File: src/rtl/param_countdown_timer_if.sv
// Control and display bundle of param_countdown_timer.
// The panel side (master) drives the request pulses; the timer (slave) drives the count and status.
interface param_countdown_timer_if #(
  parameter int MIN_W = 7
);
  // load/start/stop are single-cycle request pulses sampled on the rising clk edge.
  // There is no backpressure: every request is acted on or rejected on that edge.
  // done_pulse and load_err are one-cycle response strobes. All other outputs are levels.
  logic             load;
  logic [MIN_W-1:0] load_min;
  logic [5:0]       load_sec;
  logic             load_up;
  logic             start;
  logic             stop;
  logic [MIN_W-1:0] out_min;
  logic [5:0]       out_sec;
  logic             running;
  logic             done;
  logic             done_pulse;
  logic             load_err;
  logic [1:0]       state_dbg;

  modport master (
    output load, load_min, load_sec, load_up, start, stop,
    input  out_min, out_sec, running, done, done_pulse, load_err, state_dbg
  );

  modport slave (
    input  load, load_min, load_sec, load_up, start, stop,
    output out_min, out_sec, running, done, done_pulse, load_err, state_dbg
  );
endinterface

File: src/rtl/param_countdown_timer.sv
// Parametrised min:sec up/down timer with prescaler, pause/resume and done strobe.
// Optional macro AUTO_RELOAD_EN: reload the loaded value on reaching terminal and keep running.
module param_countdown_timer #(
  parameter int TICK_DIV = 50_000_000,
  parameter int MAX_MIN  = 99,
  parameter int MIN_W    = 7
) (
  input  logic clk,
  input  logic rst_n,
  param_countdown_timer_if.slave bus
);
  localparam int PW = $clog2(TICK_DIV);
  localparam logic [PW-1:0]    PRESC_LAST = PW'(TICK_DIV - 1);
  localparam logic [MIN_W-1:0] MAX_M      = MIN_W'(MAX_MIN);

  typedef enum logic [1:0] {IDLE = 2'd0, RUN = 2'd1, PAUSE = 2'd2, DONE = 2'd3} state_t;

  state_t           state, state_n;
  logic [MIN_W-1:0] cnt_min, cnt_min_n, step_min;
  logic [5:0]       cnt_sec, cnt_sec_n, step_sec;
  logic [PW-1:0]    presc, presc_n;
  logic             mode_up, mode_up_n;
  logic             running_q, done_q, dp_q, dp_n, le_q, le_n;
  logic             load_ok, at_term, step_term;
`ifdef AUTO_RELOAD_EN
  logic [MIN_W-1:0] shd_min, shd_min_n;
  logic [5:0]       shd_sec, shd_sec_n;
`endif

  assign load_ok = (bus.load_sec <= 6'd59) && (bus.load_min <= MAX_M);
  assign at_term = mode_up ? (cnt_min == MAX_M && cnt_sec == 6'd59)
                           : (cnt_min == '0 && cnt_sec == 6'd0);

  always_comb begin
    step_min = cnt_min;
    step_sec = cnt_sec;
    if (mode_up) begin
      if (cnt_sec != 6'd59) step_sec = cnt_sec + 6'd1;
      else begin
        step_sec = 6'd0;
        step_min = cnt_min + MIN_W'(1);
      end
    end else begin
      if (cnt_sec != 6'd0) step_sec = cnt_sec - 6'd1;
      else begin
        step_sec = 6'd59;
        step_min = cnt_min - MIN_W'(1);
      end
    end
    step_term = mode_up ? (step_min == MAX_M && step_sec == 6'd59)
                        : (step_min == '0 && step_sec == 6'd0);
  end

  always_comb begin
    state_n   = state;
    cnt_min_n = cnt_min;
    cnt_sec_n = cnt_sec;
    presc_n   = presc;
    mode_up_n = mode_up;
    dp_n      = 1'b0;
    le_n      = 1'b0;
`ifdef AUTO_RELOAD_EN
    shd_min_n = shd_min;
    shd_sec_n = shd_sec;
`endif
    if (bus.load) begin
      if (load_ok) begin
        state_n   = IDLE;
        cnt_min_n = bus.load_min;
        cnt_sec_n = bus.load_sec;
        mode_up_n = bus.load_up;
        presc_n   = '0;
`ifdef AUTO_RELOAD_EN
        shd_min_n = bus.load_min;
        shd_sec_n = bus.load_sec;
`endif
      end else begin
        le_n = 1'b1;
      end
    end else if (bus.stop) begin
      // The stop cycle is still a RUN cycle; a due tick is deferred to the resume.
      if (state == RUN) begin
        state_n = PAUSE;
        if (presc != PRESC_LAST) presc_n = presc + PW'(1);
      end
    end else if (bus.start && (state == IDLE || state == PAUSE)) begin
      if (at_term) begin
        state_n = DONE;
        dp_n    = 1'b1;
      end else begin
        state_n = RUN;
      end
    end else if (state == RUN) begin
      if (presc == PRESC_LAST) begin
        presc_n = '0;
        if (!at_term) begin
          cnt_min_n = step_min;
          cnt_sec_n = step_sec;
          if (step_term) begin
            dp_n = 1'b1;
`ifdef AUTO_RELOAD_EN
            cnt_min_n = shd_min;
            cnt_sec_n = shd_sec;
`else
            state_n = DONE;
`endif
          end
        end
      end else begin
        presc_n = presc + PW'(1);
      end
    end
  end

  always_ff @(posedge clk or negedge rst_n) begin
    if (!rst_n) begin
      state     <= IDLE;
      cnt_min   <= '0;
      cnt_sec   <= '0;
      presc     <= '0;
      mode_up   <= 1'b0;
      running_q <= 1'b0;
      done_q    <= 1'b0;
      dp_q      <= 1'b0;
      le_q      <= 1'b0;
    end else begin
      state     <= state_n;
      cnt_min   <= cnt_min_n;
      cnt_sec   <= cnt_sec_n;
      presc     <= presc_n;
      mode_up   <= mode_up_n;
      running_q <= (state_n == RUN);
      done_q    <= (state_n == DONE);
      dp_q      <= dp_n;
      le_q      <= le_n;
    end
  end

`ifdef AUTO_RELOAD_EN
  always_ff @(posedge clk or negedge rst_n) begin
    if (!rst_n) begin
      shd_min <= '0;
      shd_sec <= '0;
    end else begin
      shd_min <= shd_min_n;
      shd_sec <= shd_sec_n;
    end
  end
`endif

  assign bus.out_min    = cnt_min;
  assign bus.out_sec    = cnt_sec;
  assign bus.running    = running_q;
  assign bus.done       = done_q;
  assign bus.done_pulse = dp_q;
  assign bus.load_err   = le_q;
  assign bus.state_dbg  = state;
endmodule

File: src/flat_wrapper.sv
// flat-port wrapper written by rule: the top's interface ports become plain ports
module param_countdown_timer_flat 
#(
  parameter int TICK_DIV = 50_000_000,
  parameter int MAX_MIN  = 99,
  parameter int MIN_W    = 7
)
  (clk, rst_n, bus_load, bus_load_min, bus_load_sec, bus_load_up, bus_start, bus_stop, bus_out_min, bus_out_sec, bus_running, bus_done, bus_done_pulse, bus_load_err, bus_state_dbg);
  param_countdown_timer_if #(.MIN_W(MIN_W)) bus_i ();
  input  logic clk;
  input  logic rst_n;
  input wire logic [$bits(bus_i.load)-1:0] bus_load;
  input wire logic [$bits(bus_i.load_min)-1:0] bus_load_min;
  input wire logic [$bits(bus_i.load_sec)-1:0] bus_load_sec;
  input wire logic [$bits(bus_i.load_up)-1:0] bus_load_up;
  input wire logic [$bits(bus_i.start)-1:0] bus_start;
  input wire logic [$bits(bus_i.stop)-1:0] bus_stop;
  output wire logic [$bits(bus_i.out_min)-1:0] bus_out_min;
  output wire logic [$bits(bus_i.out_sec)-1:0] bus_out_sec;
  output wire logic [$bits(bus_i.running)-1:0] bus_running;
  output wire logic [$bits(bus_i.done)-1:0] bus_done;
  output wire logic [$bits(bus_i.done_pulse)-1:0] bus_done_pulse;
  output wire logic [$bits(bus_i.load_err)-1:0] bus_load_err;
  output wire logic [$bits(bus_i.state_dbg)-1:0] bus_state_dbg;
  assign bus_i.load = bus_load;
  assign bus_i.load_min = bus_load_min;
  assign bus_i.load_sec = bus_load_sec;
  assign bus_i.load_up = bus_load_up;
  assign bus_i.start = bus_start;
  assign bus_i.stop = bus_stop;
  assign bus_out_min = bus_i.out_min;
  assign bus_out_sec = bus_i.out_sec;
  assign bus_running = bus_i.running;
  assign bus_done = bus_i.done;
  assign bus_done_pulse = bus_i.done_pulse;
  assign bus_load_err = bus_i.load_err;
  assign bus_state_dbg = bus_i.state_dbg;
  param_countdown_timer #(.TICK_DIV(TICK_DIV), .MAX_MIN(MAX_MIN), .MIN_W(MIN_W)) u_core (.clk(clk), .rst_n(rst_n), .bus(bus_i));
endmodule
File: config.mk
export PLATFORM = sky130hd
export DESIGN_NAME = param_countdown_timer_flat
export DESIGN_NICKNAME = d
export VERILOG_FILES = /design/src/rtl/param_countdown_timer_if.sv /design/src/rtl/param_countdown_timer.sv /design/src/flat_wrapper.sv
export SDC_FILE = /design/constraint.sdc
export NUM_CORES = 1
export LEC_CHECK = 0
export CAP_MARGIN = 20
export CORE_UTILIZATION = 40
export DETAILED_ROUTE_END_ITERATION = 16
export GPL_ROUTABILITY_DRIVEN = 0
export PLACE_DENSITY = 0.67
export SKIP_CTS_REPAIR_TIMING = 1
export SLEW_MARGIN = 10
export SYNTH_ARGS = -nofsm -noshare
export SYNTH_HDL_FRONTEND = slang
export SYNTH_SLANG_ARGS = --single-unit
File: constraint.sdc
create_clock -name clk -period 3 [get_ports clk]
set_input_delay 0.3 -clock clk [delete_from_list [all_inputs] [get_ports clk]]
set_output_delay 0.3 -clock clk [all_outputs]
set_load 0.01 [all_outputs]
==> tab_implementation.tex <==
\begin{tabular}{lr}
\hline
Metric & Value \\
\hline
\multicolumn{2}{l}{\textbf{Status}} \\
\quad Outcome & finished, final reports clean \\
\multicolumn{2}{l}{\textbf{Synth}} \\
\quad Dominant cells by area after synthesis & sky130\_fd\_sc\_hd\_\_dfrtp\_1 (35\%), sky130\_fd\_sc\_hd\_\_nand2\_1 (5.2\%), sky130\_fd\_sc\_hd\_\_nand3\_1 (4.1\%), sky130\_fd\_sc\_hd\_\_xor2\_1 (4.0\%), sky130\_fd\_sc\_hd\_\_o21ai\_0 (4.0\%) \\
\quad Sequential element share of the synthesized area & 0.353 \\
\quad Portion of synthesized cell area occupied by the leading cell type & 0.353 \\
\quad Top flip-flop cell by instance count after synthesis & sky130\_fd\_sc\_hd\_\_dfrtp\_1 \\
\quad Mean instance size in the synthesized netlist & 8.13 sq um \\
\quad Flops \& latches, synth & 46 \\
\quad Commonest cells in the netlist & sky130\_fd\_sc\_hd\_\_dfrtp\_1 (46), sky130\_fd\_sc\_hd\_\_nand2\_1 (45), sky130\_fd\_sc\_hd\_\_nor2\_1 (34) \\
\quad Dominant cell type by area after synthesis & sky130\_fd\_sc\_hd\_\_dfrtp\_1 \\
\quad Instance count of the mapped netlist & roughly 400 \\
\quad Most frequently used cell type in the post-synthesis netlist & sky130\_fd\_sc\_hd\_\_dfrtp\_1 \\
\quad Synthesized net count & about 430 \\
\quad Cell area after synthesis & around 3300 sq um \\
\quad Share of flip-flops with an asynchronous set or reset after synthesis & 1.00 \\
\quad Number of synthesized flops with an enable pin & 0 \\
\quad Number of distinct library cells after synthesis & 59 \\
\quad Count of synthesis-stage warnings from yosys & 0 \\
\multicolumn{2}{l}{\textbf{STA}} \\
\quad Number of hold-slack violations in the final timing report & 0 \\
\quad Worst slew pin tran & between 0.9 and 1 ns \\
\quad Final clock skew & 0.0103 ns \\
\quad Share of the clock period used by the worst path after layout & 0.965 \\
\quad Fmax achieved & 346 MHz \\
\quad Total count of max-transition violations in the final report & 0 \\
\quad Worst rel slew slack & 0.344 \\
\quad Period minus WS final & 2.89 ns \\
\quad Setup-violating endpoint count in the final report & 0 \\
\multicolumn{2}{l}{\textbf{Route}} \\
\quad Vias/cell & 5.83 \\
\quad DRC violation count after routing & 0 \\
\quad First-pass detailed-route iteration total & 4 \\
\quad Vias post-DR & 3,250 \\
\quad DRC marker count from the first detailed-route iteration & around 180 \\
\quad Routed wire length per instance & 16.0 um \\
\quad Total length of routed wires & 8890 um \\
\quad DRT antenna net count & 0 \\
\multicolumn{2}{l}{\textbf{Clock network}} \\
\quad Worst-skew pair later-pin latency & 0.30 ns \\
\quad Clock slew at the register clock pins of the worst setup and hold paths & roughly 0.090 ns \\
\quad Maximum level of the CTS H-tree & 2 \\
\quad Total clock buffers created by CTS & 5 \\
\quad Root Driver & sky130\_fd\_sc\_hd\_\_clkbuf\_8 \\
\quad Sinks on Clock Net & 46 \\
\quad Clock tree buffer depth & 2 \\
\quad CTS tree & yes \\
\multicolumn{2}{l}{\textbf{Global routing}} \\
\quad Aggregate global routing overflow & 0 \\
\quad Number of global-route vias before repair & around 3.1k \\
\quad Wire length of the first global-routing pass & 14,800 um \\
\quad Maximum number of pins on one net before global-route repair & 47 \\
\quad All-Layer GR Usage & 0.215 \\
\quad Number of antenna violations at the first check in global routing & 0 \\
\multicolumn{2}{l}{\textbf{Floorplanning}} \\
\quad Placeable core region & 7810 sq um \\
\quad Number of top-level design ports & 38 \\
\quad Initial cell density of the core & 0.417 \\
\quad Vert. Die Dim & 92.3 um \\
\quad Standard-cell rows & 32 \\
\quad Die outline area & approximately 8500 sq um \\
\quad Die width & 92.3 um \\
\multicolumn{2}{l}{\textbf{Final layout}} \\
\quad Ant diodes & 0 \\
\quad Fin nets & 478 \\
\quad Total area of multi-input combinational cells & 1980 sq um \\
\quad Share of final-layout standard cells stronger than drive strength 1 & 0.121 \\
\quad Final instance count without filler cells & 557 \\
\quad Area taken by flip-flops and latches & 1150 sq um \\
\quad Final cell area excluding filler cells & $\sim$4100 sq um \\
\quad Synthesis-to-layout area growth & 25.0\% \\
\quad Fill cell instance count of the final layout & 721 \\
\multicolumn{2}{l}{\textbf{Pwr}} \\
\quad Switching share of power & 0.321 \\
\quad Internal Power & 1.32 mW \\
\quad Combinational share of power & 0.319 \\
\quad Areal power density over the cells & 479 nW/um\^{}2 \\
\quad Part of the total power dissipated in the clock network & 0.290 \\
\quad Leakage power figure & 1.68 nW \\
\quad Sequential Power Share & 0.391 \\
\quad Tot Pwr & 1.95 mW \\
\quad Switching pwr & 627 uW \\
\quad Peak ir drop on the vdd network & 0.304 mV \\
\multicolumn{2}{l}{\textbf{Critical path}} \\
\quad Capturing element type of the critical path & flop \\
\quad Cell count of the worst reg-to-reg path & 9 \\
\quad Startpoint-to-endpoint class of the critical path & reg2reg \\
\quad Slowest Stage Delay on Critical Path & 0.50 ns \\
\quad Ordered cell list for the critical path & inv\_1 > ha\_1 > nor2b\_2 > buf\_4 > a222oi\_1 > o2111ai\_1 > or4\_1 > a2111o\_1 > a22o\_1 \\
\quad Worst R2R Setup Slack & 0.11 ns \\
\quad Top fanout value on the critical path & 9 \\
\quad Endpoint of the lowest-slack register-to-register path & u\_core.bus.running\$\_DFF\_PN0\_ \\
\quad Critical path's slowest cell & sky130\_fd\_sc\_hd\_\_a2111o\_1 \\
\quad Critical path required time & 3.19 ns \\
\quad Worst Setup EP & u\_core.bus.running\$\_DFF\_PN0\_ \\
\quad Startpoint of the worst setup timing path & u\_core.bus.out\_sec[0]\$\_DFFE\_PN0P\_ \\
\quad Kind of start point of the critical path & flop \\
\quad Endpoint arrival time on the critical path & 3.09 ns \\
\quad Worst flop-to-flop path startpoint & u\_core.bus.out\_sec[0]\$\_DFFE\_PN0P\_ \\
\multicolumn{2}{l}{\textbf{Job}} \\
\quad Max-cap violation count & 0 \\
\multicolumn{2}{l}{\textbf{Place}} \\
\quad Cell area reported after detailed placement & 3870 sq um \\
\quad Number of cells after detailed placement & 546 \\
\quad HPWL after DPL & around 6500 um \\
\quad Number of buffers added on ports & 37 \\
\multicolumn{2}{l}{\textbf{Min path}} \\
\quad Hold/Removal Path Class & in2async \\
\hline
\end{tabular}
## area by class of cell
cell class	count	share of cell area
clock buffers	6	0.0203
clock inverters	2	0.0147
inverters	8	0.00737
multi-input cells	321	0.485
flip-flops and latches	46	0.283
well taps	102	0.0313
repair buffers	72	0.158
## critical path, delay by kind of cell, from the launching register on
family,cells,cell delay [ns]
flops,1,0.38
simple gates,2,0.61
fa+ha+maj,1,0.25
compound gates,4,1.30
buf+inv,2,0.26
## how the worst min path moves through the flow
stage / slack [ns] / to / depth (start not counted) / from
after floorplan: 0.004 / u_core.bus.done$_DFF_PN0_ / 0 / rst_n
after global placement: 0.49 / u_core.presc[10]$_DFFE_PN0P_ / 1 / u_core.presc[10]$_DFFE_PN0P_
after detailed placement: 0.51 / u_core.presc[10]$_DFFE_PN0P_ / 1 / u_core.presc[10]$_DFFE_PN0P_
after CTS: 0.23 / u_core.presc[25]$_DFFE_PN0P_ / 1 / rst_n
after global routing: 0.45 / u_core.presc[23]$_DFFE_PN0P_ / 2 / rst_n
final: 0.43 / u_core.presc[22]$_DFFE_PN0P_ / 2 / rst_n
## registers in the layout (all words and copies together), names as in the netlist
signal and cells:
u_core.bus.load_err 1, u_core.bus.running 1, u_core.bus.done 1, u_core.mode_up 1
u_core.presc 26, u_core.bus.done_pulse 1, u_core.bus.out_min 7, u_core.bus.out_sec 6
u_core.bus.state_dbg 2
## kinds of logic (layout without fill, tap and decap cells)
logic type      count (synthesis)  after routing  synth area share
compound gates                100            100             0.208
buf+inv                        34             88            0.0465
xor+xnor                       22             22            0.0591
mux                             1              1           0.00307
simple gates                  193            193             0.311
fa+ha+maj                       5              5            0.0192
flops                          46             46             0.353
## per-stage QoR
step	utilization	hold slack [ns]	setup slack [ns]	TNS [ns]
floorplan	-	0.00441	0.0366	0
global placement	0.496	0.494	0.197	0
detailed placement	0.496	0.505	0.167	0
CTS	0.514	0.226	0.143	0
global route	0.522	0.454	-0.00889	-0.00889
finish	0.522	0.428	0.106	0
## routing by layer
layer | GRT usage | vias to the layer above | wire [um]
li1 | - | 1577 | -
met1 | 0.275 | 1576 | 3960
met2 | 0.374 | 76 | 4440
met3 | 0.0332 | 21 | 298
met4 | 0.0638 | 0 | 187
met5 | 0 | - | 0
## power by group through the flow
stage | sequential (mW) | combinational (mW) | clock [mW]
final | 0.763 | 0.622 | 0.567
after global routing | 0.775 | 0.682 | 0.606
after CTS | 0.761 | 0.602 | 0.582
after detailed placement | 0.773 | 0.599 | 0
after global placement | 0.771 | 0.591 | 0
after floorplan | 0.762 | 0.356 | 0
## cell usage in the layout, fill, tap and decap left out, types with 3 or more instances in the layout
master and count:
sky130_fd_sc_hd__nand4_1 14, sky130_fd_sc_hd__o21a_1 3, sky130_fd_sc_hd__nand2_1 45, sky130_fd_sc_hd__inv_1 8, sky130_fd_sc_hd__and4_1 3, sky130_fd_sc_hd__nor2_1 34, sky130_fd_sc_hd__clkbuf_8 6, sky130_fd_sc_hd__a22o_1 4
sky130_fd_sc_hd__o21ai_0 26, sky130_fd_sc_hd__nor4_1 4, sky130_fd_sc_hd__o31ai_1 6, sky130_fd_sc_hd__nand3_1 26, sky130_fd_sc_hd__or3_1 3, sky130_fd_sc_hd__o21ai_1 3, sky130_fd_sc_hd__dfrtp_1 45, sky130_fd_sc_hd__buf_4 33
sky130_fd_sc_hd__xnor2_1 7, sky130_fd_sc_hd__clkdlybuf4s50_1 36, sky130_fd_sc_hd__and3_1 9, sky130_fd_sc_hd__a21oi_1 25, sky130_fd_sc_hd__nor2b_1 5, sky130_fd_sc_hd__nor3_1 19, sky130_fd_sc_hd__or4_1 3, sky130_fd_sc_hd__and2_1 11
sky130_fd_sc_hd__xor2_1 15, sky130_fd_sc_hd__ha_1 4, sky130_fd_sc_hd__a21o_1 5, sky130_fd_sc_hd__nand2b_1 3
(Power assumes the default switching activity.)
